<file path="src/rtl/flash_playback_pkg.sv">
//============================================================================
// Module : flash_playback_pkg
// Brief  : Shared widths and FSM state encoding for the flash playback path.
// Rev    : 1.0  initial release
//============================================================================
`default_nettype none

package flash_playback_pkg;
    localparam int SAMPLE_W = 16;
    localparam int WORD_W   = 32;

    typedef enum logic [2:0] {
        ST_IDLE      = 3'd0,
        ST_REQ       = 3'd1,
        ST_WAIT_DATA = 3'd2,
        ST_OUT_1     = 3'd3,
        ST_OUT_2     = 3'd4
    } state_t;
endpackage

`default_nettype wire

</file>
<file path="src/rtl/flash_playback_sequencer_if.sv">
//============================================================================
// Module : flash_if
// Brief  : Flash word-read port (request/waitrequest, pipelined readdata).
// Rev    : 1.0  initial release
//============================================================================
`default_nettype none

interface flash_if #(
    parameter int ADDR_W = 23
) ();
    import flash_playback_pkg::*;

    logic              flash_read;
    logic [ADDR_W-1:0] flash_address;
    logic              flash_waitrequest;
    logic [WORD_W-1:0] flash_readdata;
    logic              flash_readdatavalid;

    modport master (
        output flash_read,
        output flash_address,
        input  flash_waitrequest,
        input  flash_readdata,
        input  flash_readdatavalid
    );

    modport slave (
        input  flash_read,
        input  flash_address,
        output flash_waitrequest,
        output flash_readdata,
        output flash_readdatavalid
    );
endinterface

`default_nettype wire

</file>
<file path="src/rtl/flash_playback_sequencer_stepper.sv">
//============================================================================
// Module : flash_addr_stepper
// Brief  : Playback word-address register with region loads and wrap stepping.
// Rev    : 1.0  initial release
//============================================================================
`default_nettype none

module flash_addr_stepper #(
    parameter int                ADDR_W     = 23,
    parameter logic [ADDR_W-1:0] START_ADDR = '0,
    parameter logic [ADDR_W-1:0] END_ADDR   = 'h7FFFF
) (
    input  wire logic              clk,
    input  wire logic              reset_n,
    input  wire logic              load_start,
    input  wire logic              load_end,
    input  wire logic              step_fwd,
    input  wire logic              step_bwd,
    output logic [ADDR_W-1:0]      addr
);

    always_ff @(posedge clk) begin
        if (!reset_n) begin
            addr <= START_ADDR;
        end else if (load_start) begin
            addr <= START_ADDR;
        end else if (load_end) begin
            addr <= END_ADDR;
        end else if (step_fwd) begin
            addr <= (addr == END_ADDR) ? START_ADDR : addr + 1'b1;
        end else if (step_bwd) begin
            addr <= (addr == START_ADDR) ? END_ADDR : addr - 1'b1;
        end
    end

endmodule

`default_nettype wire

</file>
<file path="src/rtl/flash_playback_sequencer.sv">
//============================================================================
// Module : flash_playback_sequencer
// Brief  : Reads 32-bit flash words and plays them out as two 16-bit samples.
// Rev    : 1.0  initial release
//============================================================================
`default_nettype none

module flash_playback_sequencer
    import flash_playback_pkg::*;
#(
    parameter int                ADDR_W     = 23,
    parameter logic [ADDR_W-1:0] START_ADDR = '0,
    parameter logic [ADDR_W-1:0] END_ADDR   = 'h7FFFF
) (
    input  wire logic                clk,
    input  wire logic                reset_n,
    input  wire logic                play_en,
    input  wire logic                direction,
    input  wire logic                restart,
    input  wire logic                sample_tick,
    flash_if.master                  flash,
    output logic [SAMPLE_W-1:0]      audio_sample,
    output logic                     sample_valid,
    output logic                     read_complete
);

    state_t              r_state;
    logic                r_flash_read;
    logic [WORD_W-1:0]   r_word;
    logic                r_dir_w;
    logic                r_restart_pend;
    logic [ADDR_W-1:0]   w_addr;
    logic                w_boundary;
    logic                w_apply_restart;
    logic                w_load_start;
    logic                w_load_end;
    logic                w_step_fwd;
    logic                w_step_bwd;

    assign flash.flash_read    = r_flash_read;
    assign flash.flash_address = w_addr;

    // Word boundary: second sample of the current word leaves this cycle.
    assign w_boundary      = (r_state == ST_OUT_2) && sample_tick;
    assign w_apply_restart = r_restart_pend || restart;

    always_comb begin
        w_load_start = 1'b0;
        w_load_end   = 1'b0;
        w_step_fwd   = 1'b0;
        w_step_bwd   = 1'b0;
        if (r_state == ST_IDLE && restart) begin
            w_load_start = direction;
            w_load_end   = !direction;
        end else if (w_boundary) begin
            if (w_apply_restart) begin
                w_load_start = direction;
                w_load_end   = !direction;
            end else begin
                w_step_fwd   = direction;
                w_step_bwd   = !direction;
            end
        end
    end

    flash_addr_stepper #(
        .ADDR_W     (ADDR_W),
        .START_ADDR (START_ADDR),
        .END_ADDR   (END_ADDR)
    ) u_stepper (
        .clk        (clk),
        .reset_n    (reset_n),
        .load_start (w_load_start),
        .load_end   (w_load_end),
        .step_fwd   (w_step_fwd),
        .step_bwd   (w_step_bwd),
        .addr       (w_addr)
    );

    always_ff @(posedge clk) begin
        if (!reset_n) begin
            r_state        <= ST_IDLE;
            r_flash_read   <= 1'b0;
            r_word         <= '0;
            r_dir_w        <= 1'b0;
            r_restart_pend <= 1'b0;
            audio_sample   <= '0;
            sample_valid   <= 1'b0;
            read_complete  <= 1'b0;
        end else begin
            sample_valid  <= 1'b0;
            read_complete <= 1'b0;
            // A restart mid-word is deferred so the in-flight word still plays out.
            if (restart && r_state != ST_IDLE)
                r_restart_pend <= 1'b1;
            case (r_state)
                ST_IDLE: begin
                    r_flash_read <= 1'b0;
                    if (restart) begin
                        read_complete <= 1'b1;
                    end else if (play_en) begin
                        r_flash_read <= 1'b1;
                        r_state      <= ST_REQ;
                    end
                end
                ST_REQ: begin
                    if (!flash.flash_waitrequest) begin
                        r_flash_read <= 1'b0;
                        r_state      <= ST_WAIT_DATA;
                    end
                end
                ST_WAIT_DATA: begin
                    if (flash.flash_readdatavalid) begin
                        r_word  <= flash.flash_readdata;
                        r_dir_w <= direction;
                        r_state <= ST_OUT_1;
                    end
                end
                ST_OUT_1: begin
                    if (sample_tick) begin
                        audio_sample <= r_dir_w ? r_word[15:0] : r_word[31:16];
                        sample_valid <= 1'b1;
                        r_state      <= ST_OUT_2;
                    end
                end
                ST_OUT_2: begin
                    if (sample_tick) begin
                        audio_sample <= r_dir_w ? r_word[31:16] : r_word[15:0];
                        sample_valid <= 1'b1;
                        if (w_apply_restart) begin
                            read_complete  <= 1'b1;
                            r_restart_pend <= 1'b0;
                        end
                        if (play_en) begin
                            r_flash_read <= 1'b1;
                            r_state      <= ST_REQ;
                        end else begin
                            r_state      <= ST_IDLE;
                        end
                    end
                end
                default: begin
                    r_flash_read <= 1'b0;
                    r_state      <= ST_IDLE;
                end
            endcase
        end
    end

endmodule

`default_nettype wire

</file>
<file path="src/flat_wrapper.sv">
// flat-port wrapper written by rule: the top's interface ports become plain ports
module flash_playback_sequencer_flat import flash_playback_pkg::*;
#(
    parameter int                ADDR_W     = 23,
    parameter logic [ADDR_W-1:0] START_ADDR = '0,
    parameter logic [ADDR_W-1:0] END_ADDR   = 'h7FFFF
)
  (clk, reset_n, play_en, direction, restart, sample_tick, audio_sample, sample_valid, read_complete, flash_flash_read, flash_flash_address, flash_flash_waitrequest, flash_flash_readdata, flash_flash_readdatavalid);
  flash_if #(.ADDR_W(ADDR_W)) flash_i ();
  input  wire logic clk;
  input  wire logic reset_n;
  input  wire logic play_en;
  input  wire logic direction;
  input  wire logic restart;
  input  wire logic sample_tick;
  output logic [SAMPLE_W-1:0] audio_sample;
  output logic sample_valid;
  output logic read_complete;
  output wire logic [$bits(flash_i.flash_read)-1:0] flash_flash_read;
  output wire logic [$bits(flash_i.flash_address)-1:0] flash_flash_address;
  input wire logic [$bits(flash_i.flash_waitrequest)-1:0] flash_flash_waitrequest;
  input wire logic [$bits(flash_i.flash_readdata)-1:0] flash_flash_readdata;
  input wire logic [$bits(flash_i.flash_readdatavalid)-1:0] flash_flash_readdatavalid;
  assign flash_flash_read = flash_i.flash_read;
  assign flash_flash_address = flash_i.flash_address;
  assign flash_i.flash_waitrequest = flash_flash_waitrequest;
  assign flash_i.flash_readdata = flash_flash_readdata;
  assign flash_i.flash_readdatavalid = flash_flash_readdatavalid;
  flash_playback_sequencer #(.ADDR_W(ADDR_W), .START_ADDR(START_ADDR), .END_ADDR(END_ADDR)) u_core (.clk(clk), .reset_n(reset_n), .play_en(play_en), .direction(direction), .restart(restart), .sample_tick(sample_tick), .flash(flash_i), .audio_sample(audio_sample), .sample_valid(sample_valid), .read_complete(read_complete));
endmodule
</file>
<file path="config.mk">
export PLATFORM = sky130hd
export DESIGN_NAME = flash_playback_sequencer_flat
export DESIGN_NICKNAME = d
export VERILOG_FILES = /design/src/rtl/flash_playback_pkg.sv /design/src/rtl/flash_playback_sequencer_if.sv /design/src/rtl/flash_playback_sequencer_stepper.sv /design/src/rtl/flash_playback_sequencer.sv /design/src/flat_wrapper.sv
export SDC_FILE = /design/constraint.sdc
export NUM_CORES = 1
export LEC_CHECK = 0
export ABC_AREA = 1
export CORE_ASPECT_RATIO = 1.4
export CORE_MARGIN = 2
export CORE_UTILIZATION = 40
export DETAILED_ROUTE_END_ITERATION = 8
export SETUP_SLACK_MARGIN = 0.4
export SLEW_MARGIN = 0
export SYNTH_ARGS = -nofsm -noshare
export SYNTH_HDL_FRONTEND = slang
export SYNTH_SLANG_ARGS = --single-unit
</file>
<file path="constraint.sdc">
create_clock -name clk -period 1.95 [get_ports clk]
set_input_delay 0.39 -clock clk [delete_from_list [all_inputs] [get_ports clk]]
set_output_delay 0.39 -clock clk [all_outputs]
set_load 0.1 [all_outputs]
</file>
==> flow_summary.yaml <==
cts:
  numClockSinks: 79
  root_buffer: "clkbuf_16"
  htreeDepth: 3
  clkLatencyLatePin_ns: 0.34
  clkTransAtPathRegs_ns: 0.07
  cts_tree: "yes"
  cts_max_path_buffers: 2
  cts_inserted_buffers: 9
sta:
  fin_crit_ns: 1.580
  slew_violations: 0
  worst_slew_pin_slew_ns: 0.4373
  hold_viol_final: 0
  worst_slack_ns: 0.3704
  relSlewSlack_pct: 70.74
  grt_setup_unrepaired: "yes"
  fin_worst_skew_ns: 0.009227
  setup_viol: 0
  whs_ns: 0.4692
  clock.fmax_mhz: 633.1
  min_period_over_period_pct: 81.00
pwr:
  finalPower_w: 0.008258
  ir_drop_uv: 652.5
  powerDensity_nw_per_um2: 1169
  power.leakage_nw: 2.995
grt:
  grt_max_degree: 33
  grt_pass1_vias: 5160
  grt-ovfl-total: 0
  grt_usage_pct: 26.28
  antenna_found_initial: 0
  grt_pass1_wl_um: 25740
floorplan:
  fp.coreArea_um2: 11340
  num_rows: 46
  die_area_um2: 12530
  die_h_um: 131.7
  die_x_um: 95.18
  start_util_pct: 41.06
  ios: 82
worst_setup_path:
  worst_ep_required_time_ns: 2.18
  start_kind: "flip-flop"
  cp_data_arrival_time_ns: 1.81
  critPathKind: "flip-flop to flip-flop"
  r2r_slack_ns: 0.37
  critPathCaptureType: "flip-flop"
  worstPathMaxFanout: 7
detailed_routing:
  via_count: 5444
  drcViolationCount: 0
  drt_iter0_drc: 258
  detail-route-antenna-nets: 0
  routed_wl_um: 16650
  wl_per_cell_um: 16.27
  via_per_inst: 5.322
  dr.pass1.iters: 5
placement:
  gp_congestion: 0.9706
  dpl_cell_area_um2: 6108
  dp_hpwl_um: 11760
  pre_cts_slack_ns: -0.3136
  port_buffers: 81
layout:
  diodes: 0
  synthToLayoutAreaGrowth_pct: 51.76
  drive_gt1_share_pct: 27.76
  post-route-cell-area_um2: 7066
  layout.nets: 917
yosys:
  synthArstFlopShare_pct: 0
  ys_ff_latch: 79
  ys_types: 35
  synth_fp_nets: 798
  syn_inst: 755
  netlist_area_um2: 4656
  ys.flop_type: "dfxtp_1"
  synth_edf_count: 0
  yosysSeqAreaShare_pct: 33.97
  syn_avg_cell_area_um2: 6.167
  yosys_warnings: 0
flow_run:
  cap_violations: 0
outcome:
  status: "completed"
hold_path:
  hold_path_class: "flip-flop to flip-flop"
placed cells by master (no fill, tap or decap), types with 2 or more instances in the layout:
cell | netlist | routed
o211ai_1 | 3 | 3
a21oi_1 | 24 | 20
xor2_1 | 8 | 8
inv_2 | 5 | 4
clkinvlp_4 | 0 | 3
o21ai_1 | 2 | 6
a21oi_4 | 1 | 2
a21oi_2 | 1 | 4
dfxtp_4 | 0 | 21
o21ai_0 | 68 | 62
inv_4 | 0 | 5
inv_1 | 53 | 47
nor2_2 | 3 | 14
nor2_1 | 149 | 115
nand3_1 | 80 | 72
buf_4 | 2 | 66
o21ai_2 | 1 | 3
dfxtp_1 | 79 | 53
clkdlybuf4s50_1 | 0 | 36
ha_4 | 0 | 3
clkinv_4 | 0 | 3
nand4_1 | 13 | 13
a31oi_1 | 16 | 16
nand2_4 | 2 | 8
nor3_1 | 3 | 3
buf_12 | 0 | 22
nand2_8 | 0 | 2
dlygate4sd2_1 | 0 | 2
nor2_4 | 2 | 25
dfxtp_2 | 0 | 5
buf_6 | 1 | 10
inv_6 | 0 | 3
nand2_2 | 4 | 12
clkbuf_16 | 0 | 12
nand3_2 | 2 | 7
nand3_4 | 0 | 3
nand2_1 | 190 | 174
per-layer routing:
layer / part of all wire [%] / GRT usage (%) / vias up
met4: 4.1 / 14.09 / 0
met2: 54 / 46.21 / 181
met1: 37 / 29.06 / 2526
met5: 0 / 0 / -
li1: - / - / 2695
met3: 4.9 / 4.759 / 42
logic make-up (layout without fill, tap and decap cells):
kind of cell	Yosys count	in the layout	synth area share, %
and+or+nand+nor	452	452	41.17
DFF	79	79	33.97
buffers and inverters	94	218	8.304
AOI/OAI and AO/OA	118	118	13.89
adders and majority gates	3	3	0.8063
xor gates and xnor gates	9	9	1.854
cell type report:
class,instances,area [um^2]
well taps,144,180.2
clock inverters,6,51.30
repair buffers,141,1526
clock buffers,10,239.0
flip-flops and latches,79,1667
inverters,61,266.5
fillers,1041,4273
multi-input cells,582,3136
state kept, by name, summed over array words and instances, names as in the netlist:
name / flops
u_core.r_state: 3
u_core.flash.flash_read: 1
u_core.audio_sample: 16
u_core.u_stepper.addr: 23
u_core.sample_valid: 1
u_core.r_dir_w: 1
u_core.read_complete: 1
u_core.r_restart_pend: 1
u_core.r_word: 32
cell usage after synthesis, types with 3 or more instances:
master	instances	area, um^2
a21oi_1	24	120.1
a31oi_1	16	100.1
buf_2	15	75.07
clkbuf_1	15	56.30
clkinv_1	3	11.26
dfxtp_1	79	1582
ha_1	3	37.54
inv_1	53	198.9
inv_2	5	18.77
nand2_1	190	713.2
nand2_2	4	25.02
nand3_1	80	400.4
nand4_1	13	81.33
nor2_1	149	559.3
nor2_2	3	18.77
nor3_1	3	15.01
o211ai_1	3	22.52
o21ai_0	68	340.3
xor2_1	8	70.07
power by group:
group | switching, W | total [W] | internal [W]
Combinational | 0.00277 | 0.00432 | 0.00155
Sequential | 0.000342 | 0.00226 | 0.00192
Clock | 0.000756 | 0.00167 | 0.000914
worst paths after layout:
check | from | cells past startpoint | end
max | u_core.u_stepper.addr[4] | 9 | u_core.u_stepper.addr[17]
min | u_core.r_word[19] | 2 | u_core.audio_sample[3]
max reg2reg | u_core.u_stepper.addr[4] | 9 | u_core.u_stepper.addr[17]
min reg2reg | u_core.r_word[19] | 2 | u_core.audio_sample[3]
what timing repair did:
item / 4_1_cts / 5_1_grt
endpoints found under the setup margin: 35 / 56
pin swaps: 9 / 23
buffers inserted: 8 / 20
hold buffers: 0 / 0
gates resized for setup: 52 / 52
gates cloned: 0 / 3
worst max-delay path, cell delays in order (launching register included):
cell,delay (ns)
dfxtp_4,0.41
nand2_1,0.15
nor2_4,0.20
nand2_4,0.12
nor2_4,0.15
nand3_4,0.11
nand2_4,0.11
nor2_1,0.04
nor2_1,0.09
a21oi_1,0.07
metrics by stage:
stage,std cells,TNS [ns],utilization (%)
detailed placement,976,-4.269,53.87
global route,1023,0,62.32
CTS,1000,0,58.57
global placement,976,-3.587,53.87
finish,1023,0,62.32
floorplan,755,0,-
Power figures use the tool's default switching activity.
